### config.mk
export PLATFORM = sky130hd
export DESIGN_NAME = nbit_scan_mux_flat
export DESIGN_NICKNAME = d
export VERILOG_FILES = /design/src/rtl/nbit_scan_mux_pkg.sv /design/src/rtl/nbit_scan_mux_if.sv /design/src/rtl/nbit_scan_mux_wide_mux.sv /design/src/rtl/nbit_scan_mux.sv /design/src/flat_wrapper.sv
export SDC_FILE = /design/constraint.sdc
export NUM_CORES = 1
export LEC_CHECK = 0
export CAP_MARGIN = 40
export CORE_MARGIN = 4
export CORE_UTILIZATION = 34
export DETAILED_ROUTE_END_ITERATION = 7
export GPL_ROUTABILITY_DRIVEN = 1
export PLACE_DENSITY_LB_ADDON = 0.25
export SLEW_MARGIN = 10
export SYNTH_ARGS = -nofsm -noshare
export SYNTH_HDL_FRONTEND = slang
export SYNTH_HIERARCHICAL = 1
export SYNTH_SLANG_ARGS = --single-unit
### constraint.sdc
create_clock -name Clk -period 3.81 [get_ports Clk]
set_clock_uncertainty 0.15 [all_clocks]
set_input_delay 0.9525 -clock Clk [delete_from_list [all_inputs] [get_ports Clk]]
set_output_delay 0.9525 -clock Clk [all_outputs]
set_load 0.02 [all_outputs]
### src/rtl/nbit_scan_mux_pkg.sv
// nbit_scan_mux_pkg: shared state encodings and width helpers for the scan mux
package nbit_scan_mux_pkg;

  typedef enum logic {
    ST_DIRECT = 1'b0,
    ST_SCAN   = 1'b1
  } state_e;

  function automatic int num_ch(input int select_width);
    return 1 << select_width;
  endfunction

  function automatic int clog2(input int v);
    int r;
    r = 0;
    while ((1 << r) < v) r++;
    return r;
  endfunction

  // A single-cycle dwell still needs a one-bit counter to hold the value 0
  function automatic int dwell_w(input int dwell);
    return (clog2(dwell) > 1) ? clog2(dwell) : 1;
  endfunction

endpackage

### src/rtl/nbit_scan_mux_if.sv
// nbit_scan_mux_if: channel bus, select controls and registered results of the scan mux
interface nbit_scan_mux_if #(
  parameter int SELECT_WIDTH = 4,
  parameter int DATA_WIDTH   = 8
);
  import nbit_scan_mux_pkg::*;
  localparam int NUM_CH = num_ch(SELECT_WIDTH);
  logic [NUM_CH*DATA_WIDTH-1:0] MuxIn;
  logic [SELECT_WIDTH-1:0]      MuxSel;
  logic                         SelLoad;
  logic                         ScanEn;
  logic [DATA_WIDTH-1:0]        MuxOut;
  logic [SELECT_WIDTH-1:0]      CurSel;
  logic                         OutValid;
  logic                         Wrap;
  modport master (
    output MuxIn, MuxSel, SelLoad, ScanEn,
    input  MuxOut, CurSel, OutValid, Wrap
  );
  modport slave (
    input  MuxIn, MuxSel, SelLoad, ScanEn,
    output MuxOut, CurSel, OutValid, Wrap
  );
endinterface

### src/rtl/nbit_scan_mux_wide_mux.sv
// nbit_wide_mux: combinational multi-bit channel selector over a flattened channel bus
module nbit_wide_mux #(
  parameter int SELECT_WIDTH = 4,
  parameter int DATA_WIDTH   = 8
) (
  input  logic [(2**SELECT_WIDTH)*DATA_WIDTH-1:0] mux_in,
  input  logic [SELECT_WIDTH-1:0]                 sel,
  output logic [DATA_WIDTH-1:0]                   y
);
  assign y = mux_in[sel*DATA_WIDTH +: DATA_WIDTH];
endmodule

### src/rtl/nbit_scan_mux.sv
// nbit_scan_mux: registered channel mux with direct select load and dwell-paced scanning
module nbit_scan_mux
  import nbit_scan_mux_pkg::*;
#(
  parameter int SELECT_WIDTH = 4,
  parameter int DATA_WIDTH   = 8,
  parameter int DWELL        = 4
) (
  input logic             Clk,
  input logic             Reset_n,
  nbit_scan_mux_if.slave  bus
);
  localparam int NUM_CH = num_ch(SELECT_WIDTH);
  localparam int DCW    = dwell_w(DWELL);

  state_e                  state_q, state_d;
  logic [DCW-1:0]          dwell_q, dwell_d;
  logic [SELECT_WIDTH-1:0] sel_q, sel_d;
  logic [DATA_WIDTH-1:0]   out_q, out_d;
  logic                    valid_q, valid_d;
  logic                    wrap_q, wrap_d;
  logic                    scan_act, adv;

  // The mux looks at the next select so MuxOut and CurSel always move together
  nbit_wide_mux #(
    .SELECT_WIDTH(SELECT_WIDTH),
    .DATA_WIDTH  (DATA_WIDTH)
  ) u_mux (
    .mux_in(bus.MuxIn),
    .sel   (sel_d),
    .y     (out_d)
  );

  // Next state: load beats advance; dwell only runs while already scanning with ScanEn held
  always_comb begin
    scan_act = (state_q == ST_SCAN) && bus.ScanEn;
    adv      = !bus.SelLoad && scan_act && (dwell_q == DCW'(DWELL - 1));
    state_d  = bus.ScanEn ? ST_SCAN : ST_DIRECT;
    sel_d    = bus.SelLoad ? bus.MuxSel : adv ? sel_q + SELECT_WIDTH'(1) : sel_q;
    dwell_d  = (bus.SelLoad || adv || !scan_act) ? '0 : dwell_q + DCW'(1);
    valid_d  = bus.SelLoad || adv;
    wrap_d   = adv && (sel_q == SELECT_WIDTH'(NUM_CH - 1));
  end

  // State, dwell counter and output registers with asynchronous clear
  always_ff @(posedge Clk or negedge Reset_n) begin
    if (!Reset_n) begin
      state_q <= ST_DIRECT;
      dwell_q <= '0;
      sel_q   <= '0;
      out_q   <= '0;
      valid_q <= 1'b0;
      wrap_q  <= 1'b0;
    end else begin
      state_q <= state_d;
      dwell_q <= dwell_d;
      sel_q   <= sel_d;
      out_q   <= out_d;
      valid_q <= valid_d;
      wrap_q  <= wrap_d;
    end
  end

  assign bus.MuxOut   = out_q;
  assign bus.CurSel   = sel_q;
  assign bus.OutValid = valid_q;
  assign bus.Wrap     = wrap_q;
endmodule

### src/flat_wrapper.sv
// flat-port wrapper written by rule: the top's interface ports become plain ports
module nbit_scan_mux_flat import nbit_scan_mux_pkg::*;
#(
  parameter int SELECT_WIDTH = 4,
  parameter int DATA_WIDTH   = 8,
  parameter int DWELL        = 4
)
  (Clk, Reset_n, bus_MuxIn, bus_MuxSel, bus_SelLoad, bus_ScanEn, bus_MuxOut, bus_CurSel, bus_OutValid, bus_Wrap);
  nbit_scan_mux_if #(.SELECT_WIDTH(SELECT_WIDTH), .DATA_WIDTH(DATA_WIDTH)) bus_i ();
  input logic Clk;
  input logic Reset_n;
  input wire logic [$bits(bus_i.MuxIn)-1:0] bus_MuxIn;
  input wire logic [$bits(bus_i.MuxSel)-1:0] bus_MuxSel;
  input wire logic [$bits(bus_i.SelLoad)-1:0] bus_SelLoad;
  input wire logic [$bits(bus_i.ScanEn)-1:0] bus_ScanEn;
  output wire logic [$bits(bus_i.MuxOut)-1:0] bus_MuxOut;
  output wire logic [$bits(bus_i.CurSel)-1:0] bus_CurSel;
  output wire logic [$bits(bus_i.OutValid)-1:0] bus_OutValid;
  output wire logic [$bits(bus_i.Wrap)-1:0] bus_Wrap;
  assign bus_i.MuxIn = bus_MuxIn;
  assign bus_i.MuxSel = bus_MuxSel;
  assign bus_i.SelLoad = bus_SelLoad;
  assign bus_i.ScanEn = bus_ScanEn;
  assign bus_MuxOut = bus_i.MuxOut;
  assign bus_CurSel = bus_i.CurSel;
  assign bus_OutValid = bus_i.OutValid;
  assign bus_Wrap = bus_i.Wrap;
  nbit_scan_mux #(.SELECT_WIDTH(SELECT_WIDTH), .DATA_WIDTH(DATA_WIDTH), .DWELL(DWELL)) u_core (.Clk(Clk), .Reset_n(Reset_n), .bus(bus_i));
endmodule
==> results of run 1 <==
-- placed cells by master, fill, tap and decap left out, types with 2 or more instances in the layout --
master,synthesis,final
a22oi_1,17,17
buf_12,0,2
buf_4,1,2
clkbuf_8,0,3
clkdlybuf4s50_1,0,149
dfrtp_1,17,17
ha_1,2,2
mux4_1,14,14
mux4_2,18,18
nand2_1,13,13
nand3_1,2,2
nor2_1,2,2
nor2b_1,3,3
-- cell families (layout without fill, tap and decap cells) --
family | Yosys count | count (layout) | share of synthesized area [%]
multiplexers | 32 | 32 | 47.4
AND/OR/NAND/NOR | 29 | 29 | 9.35
AO/OA/AOI/OAI | 21 | 21 | 9.35
flip-flops | 17 | 17 | 26.1
buffers and inverters | 12 | 158 | 5.82
adder cells (fa/ha/maj) | 2 | 2 | 1.53
XOR/XNOR | 1 | 1 | 0.536
-- per-layer routing --
layer / vias to the layer above / global-route usage, % / part of all wire [%]
li1: 786 / - / -
met1: 825 / 22.7 / 35
met2: 92 / 38.9 / 54
met3: 12 / 7.85 / 8.8
met4: 0 / 6.05 / 2.3
met5: - / 0 / 0
-- worst max-delay path, stage by stage --
cell and delay [ns]:
clkdlybuf4s50_1 0.51, and4b_1 0.28, xnor2_1 0.12, o21ai_4 0.16
buf_12 0.26, mux4_1 0.61, a22oi_1 0.24, nand2_1 0.08
-- stage by stage --
stage	cell area [µm²]	instances	hold WS (ns)	power, mW
6_report	3210	312	0.292	0.750
5_1_grt	3210	312	0.317	0.788
4_1_cts	3210	312	0.292	0.756
3_5_place_dp	3170	308	0.279	0.616
3_3_place_gp	3170	308	0.282	0.611
2_1_floorplan	1630	114	0.265	0.400
-- state kept, by name (all words and copies together) (netlist names) --
signal,count
u_core/bus.CurSel,4
u_core/bus.MuxOut,8
u_core/bus.OutValid,1
u_core/bus.Wrap,1
u_core/dwell_q,2
u_core/state_q,1
-- path summary, 6_finish.rpt --
kind | start | endpoint | slack [ns] | cells past startpoint
worst max-delay path | bus_ScanEn | u_core/bus.MuxOut[2]$_DFF_PN0_ | 0.59 | 8
max in group asynchronous | Reset_n | u_core/dwell_q[0]$_DFF_PN0_ | 2.01 | 1
worst min-delay path | u_core/dwell_q[0]$_DFF_PN0_ | u_core/dwell_q[0]$_DFF_PN0_ | 0.29 | 1
worst max register to register | u_core/dwell_q[0]$_DFF_PN0_ | u_core/bus.MuxOut[2]$_DFF_PN0_ | 1.18 | 8
worst min register to register | u_core/dwell_q[0]$_DFF_PN0_ | u_core/dwell_q[0]$_DFF_PN0_ | 0.29 | 1
min in group asynchronous | Reset_n | u_core/bus.CurSel[2]$_DFF_PN0_ | 1.01 | 1
-- power by group through the flow --
| stage | clock network, mW | logic [mW] | registers (mW) |
|---|---|---|---|
| after global placement | 0 | 0.393 | 0.218 |
| after global routing | 0.149 | 0.421 | 0.218 |
| after floorplan | 0 | 0.154 | 0.245 |
| after CTS | 0.142 | 0.399 | 0.215 |
| after detailed placement | 0 | 0.398 | 0.219 |
| final | 0.139 | 0.396 | 0.215 |
-- final cells by class --
cell class	instances	area [µm²]
Multi-Input combinational cell	85	1130
Inverter	1	3.75
Clock inverter	1	5.00
Sequential cell	17	425
Clock buffer	3	41.3
Timing Repair Buffer	153	1550
Fill cell	337	1290
Tap cell	52	65.1
==> results.json, run 1 <==
{
  "rows": 24,
  "cp-end-kind": "register",
  "hold_buffers": 0,
  "synth_commonest_cells": "mux4_2, a22oi_1, dfrtp_1",
  "overflow": 0,
  "yosysSeqAreaShare_pct": 26.1,
  "synth_top_area_cell": "dfrtp_1",
  "cts.sinks": 17,
  "synth_top_area_share_pct": 26.1,
  "cp.required_ns": 3.80,
  "fmax_ghz": 0.310,
  "drive_above_1_share_pct": 10.8,
  "finalCritPeriodShare_pct": 84.6,
  "swShare_pct": 28.6,
  "avgSynthCellArea_um2": 14.3,
  "setup.worst_path.class": "primary input to register",
  "maxSlewViolCount": 0,
  "internal-power_mw": 0.535,
  "yosys_warnings": 6,
  "synth-seq-cells": 17,
  "cp_data_arrival_time_ns": 3.21,
  "grt_max_degree": 34,
  "dpl_worst_slack_ns": 0.326,
  "netlist-cell-type-count": 26,
  "syn_area_um2": 1630,
  "io_buffers": 149,
  "syn_nets": 252,
  "period_minus_slack_ns": 3.22,
  "yosysMostFrequentCell": "mux4_2",
  "dieArea_um2": 5980,
  "hold_viol": 0,
  "clockBufferDepth": 2,
  "numCtsBuffers": 3,
  "drtIter0Drc": 47,
  "layout_setup_ws_ns": 0.586,
  "setup_viol": 0,
  "cts_setup_buffers": 0,
  "cts_root_buf": "clkbuf_8",
  "crit_fanout": 33,
  "initial_core_util_pct": 36.3,
  "final_util_pct": 71.4,
  "tns_ns": 0,
  "route.vias.total": 1715,
  "switchingPower_mw": 0.214,
  "place_hpwl_um": 5530,
  "synth-main-ff-cell": "dfrtp_1",
  "core-area_um2": 4500,
  "syn_inst": 114,
  "relSlewSlack_pct": 47.0,
  "final_nets": 399,
  "dieHeight_um": 77.3,
  "drc": 0,
  "area_growth_pct": 96.9,
  "ys_async_sr_fraction_pct": 100,
  "wl_um": 6440,
  "vdd_drop_max_uv": 208,
  "path_clk_slew_ns": 0.07,
  "yosys-top-cells-area": "dfrtp_1, mux4_2, mux4_1",
  "p_per_area_nw_per_um2": 233,
  "cts_tree": "done",
  "dr.pass1.iters": 4,
  "wl_per_cell_um": 20.6,
  "cts-resized-gates": 0,
  "gp_congestion": 0.864,
  "min_path_type": "register to register",
  "antenna_found_initial": 0,
  "rsz0062_at_grt": "no",
  "p_leak_nw": 1.24,
  "diodes": 0,
  "via_per_inst": 5.50,
  "grt_first_pass_wirelength_um": 9910,
  "cap_violations": 0,
  "combPwrFrac_pct": 52.8,
  "worst_pin_slew_ns": 0.793,
  "io_pins": 150,
  "track_usage_pct": 21.2,
  "p_clk_share_pct": 18.5,
  "seqPwrFrac_pct": 28.7,
  "clk_latency_ns": 0.26,
  "h-tree-depth": 1,
  "dieWidth_um": 77.3,
  "grt_pass1_vias": 2007,
  "start_kind": "primary input",
  "detail-route-antenna-nets": 0,
  "status": "completed",
  "synth-edff-count": 0
}
(Power assumes the default switching activity.)
==> run 2: changes to the inputs <==
--- a/config.mk
+++ b/config.mk
@@ -7,7 +7,7 @@
 export LEC_CHECK = 0
 export CAP_MARGIN = 40
 export CORE_MARGIN = 4
-export CORE_UTILIZATION = 34
+export CORE_UTILIZATION = 28
 export DETAILED_ROUTE_END_ITERATION = 7
 export GPL_ROUTABILITY_DRIVEN = 1
 export PLACE_DENSITY_LB_ADDON = 0.25
==> constraint.sdc (replaced) <==
create_clock -name Clk -period 2.7 [get_ports Clk]
set_clock_uncertainty 0.15 [all_clocks]
set_input_delay 0.675 -clock Clk [delete_from_list [all_inputs] [get_ports Clk]]
set_output_delay 0.675 -clock Clk [all_outputs]
set_load 0.02 [all_outputs]
==> run 2 against run 1 <==
- routed wire length up 6.5%
- via count rose by 4.2%
- global-route usage shrank 2.1 points
- clock power increased by 38%
- worst hold slack improved by 0.0089 ns
- largest power group unchanged
- power increased by 54%
- combinational power grew 66%
- sequential cell count did not move
==> results.json, run 2 (synthesized netlist as in run 1, its figures left out) <==
{
  "io_buffers": 149,
  "cts_root_buf": "clkbuf_8",
  "worstPathCellList": "clkdlybuf4s15_1 -> and4b_2 -> xnor2_2 -> o21ai_4 -> buf_12 -> buf_16 -> mux4_1 -> a22oi_2 -> nand2_1",
  "stdcell_area_um2": 3530,
  "globalRouteMet1Util_pct": 21.2,
  "critPathSlowestCell": "mux4_1",
  "min_path_type": "register to register",
  "core-area_um2": 5570,
  "p_per_area_nw_per_um2": 326,
  "path_clk_slew_ns": 0.07,
  "reg2reg_slack_ns": 0.13,
  "dieWidth_um": 84.4,
  "initial_core_util_pct": 29.3,
  "critical_path_buf_inv_count": 3,
  "setup.worst_path.class": "primary input to register",
  "layout_setup_ws_ns": 0.107,
  "largest_register_ffs": 8,
  "hold_buffers": 0,
  "diodes": 0,
  "dieArea_um2": 7120,
  "cap_violations": 0,
  "cp-end-kind": "register",
  "wl_per_cell_um": 19.4,
  "final_cell_mix": "clkdlybuf4s50_1, mux4_2, dfrtp_1",
  "cp_data_arrival_time_ns": 2.58,
  "period_minus_slack_ns": 2.59,
  "dr.pass1.iters": 6,
  "grt_first_pass_wirelength_um": 10600,
  "rsz0062_at_grt": "no",
  "p_total_mw": 1.15,
  "r2r_cells": 9,
  "track_usage_pct": 19.0,
  "h-tree-depth": 1,
  "route.vias.total": 1787,
  "cpPeakStageDelay_ns": 0.59,
  "grt.busiest_layer": "met2",
  "fmax_ghz": 0.386,
  "start_kind": "primary input",
  "drc": 0,
  "p_leak_nw": 1.36,
  "whs_endpoint": "u_core/dwell_q[0]$_DFF_PN0_",
  "via_per_inst": 5.05,
  "detail-route-antenna-nets": 0,
  "cts_tree": "done",
  "dieHeight_um": 84.4,
  "place_hpwl_um": 5830,
  "grt_use_met2_pct": 35.7,
  "crit_fanout": 11,
  "cp_top_family": "multiplexers",
  "drive_above_1_share_pct": 24.8,
  "cp.required_ns": 2.69,
  "numCtsBuffers": 3,
  "relSlewSlack_pct": 49.1,
  "antenna_found_initial": 0,
  "min_path_cells": 1,
  "status": "completed",
  "final_nets": 421,
  "io_pins": 150,
  "met3_usage_pct": 5.40,
  "drtIter0Drc": 87,
  "area_growth_pct": 116,
  "holdCritStartpoint": "u_core/dwell_q[0]$_DFF_PN0_",
  "gp_congestion": 0.729,
  "clk_latency_ns": 0.25,
  "reg2reg_to": "u_core/bus.MuxOut[4]$_DFF_PN0_",
  "dpl_cell_area_um2": 3350,
  "final_util_pct": 63.3,
  "vdd_drop_max_uv": 260,
  "grt_max_degree": 26,
  "dpl_worst_slack_ns": -0.408,
  "reg2reg_from": "u_core/dwell_q[0]$_DFF_PN0_",
  "final_common_cell": "clkdlybuf4s50_1",
  "wl_um": 6860,
  "worst_pin_slew_ns": 0.761,
  "grt_pass1_vias": 2128,
  "overflow": 0,
  "clockBufferDepth": 2,
  "rows": 27,
  "maxSlewViolCount": 0,
  "finalCritPeriodShare_pct": 96.0,
  "setup_viol": 0,
  "cts.sinks": 17,
  "hold_viol": 0
}
-- run 2: cell count changes in the layout (fill, tap and decap cells not counted), moves of 6 or more --
cell | before | now
a22oi_2 | 0 | 9
buf_4 | 2 | 16
a22oi_1 | 17 | 8
mux4_2 | 18 | 24
mux4_1 | 14 | 8
-- run 2: per-layer routing --
| layer | up-vias | share of wire [%] |
|---|---|---|
| met5 | - | 0 |
| met3 | 10 | 9.5 |
| li1 | 826 | - |
| met4 | 0 | 1.9 |
| met2 | 104 | 53 |
| met1 | 847 | 35 |
-- run 2: stage by stage --
stage / instances / setup TNS (ns) / hold slack, ns
2_1_floorplan: 114 / 0 / 0.229
3_3_place_gp: 347 / -2.98 / 0.283
3_5_place_dp: 347 / -2.96 / 0.298
4_1_cts: 354 / 0 / 0.307
5_1_grt: 354 / 0 / 0.334
6_report: 354 / 0 / 0.301
-- run 2: area by class of cell --
type                            count  area (µm²)
Sequential cell                    17         425
Clock inverter                      1        5.00
Timing Repair Buffer              175        1800
Tap cell                           72        90.1
Fill cell                         467        2040
Clock buffer                        3        41.3
Inverter                            1        3.75
Multi-Input combinational cell     85        1170
-- run 2: worst max path at each step --
stage	startpoint	endpoint	depth (start not counted)
floorplan	bus_SelLoad	u_core/bus.MuxOut[2]$_DFF_PN0_	8
global placement	bus_SelLoad	u_core/bus.MuxOut[0]$_DFF_PN0_	9
detailed placement	bus_SelLoad	u_core/bus.MuxOut[1]$_DFF_PN0_	9
CTS	bus_SelLoad	u_core/bus.MuxOut[2]$_DFF_PN0_	10
global route	bus_SelLoad	u_core/bus.MuxOut[6]$_DFF_PN0_	10
finish	bus_SelLoad	u_core/bus.MuxOut[4]$_DFF_PN0_	9
-- run 2: worst reg2reg max path, delay by kind of cell, from the launching register on --
family,cells,cell delay [ns]
adder cells (fa/ha/maj),1,0.21
XOR/XNOR,1,0.15
multiplexers,1,0.59
buffers and inverters,2,0.30
AO/OA/AOI/OAI,2,0.37
flip-flops,1,0.39
AND/OR/NAND/NOR,2,0.31
-- run 2: what timing repair did --
item,CTS,global route
setup buffers,1,0
pin swaps,8,6
gates resized for setup,19,13
endpoints found under the setup margin,8,8
cloned,2,0
endpoints found under the hold margin,0,0
-- run 2: where the power goes --
group | total, mW | internal [mW] | switching [mW] | leakage [nW]
Clock | 0.192 | 0.102 | 0.0893 | 0.0255
Sequential | 0.302 | 0.287 | 0.0149 | 0.210
Combinational | 0.658 | 0.429 | 0.229 | 1.12
Total | 1.15 | 0.819 | 0.333 | 1.36
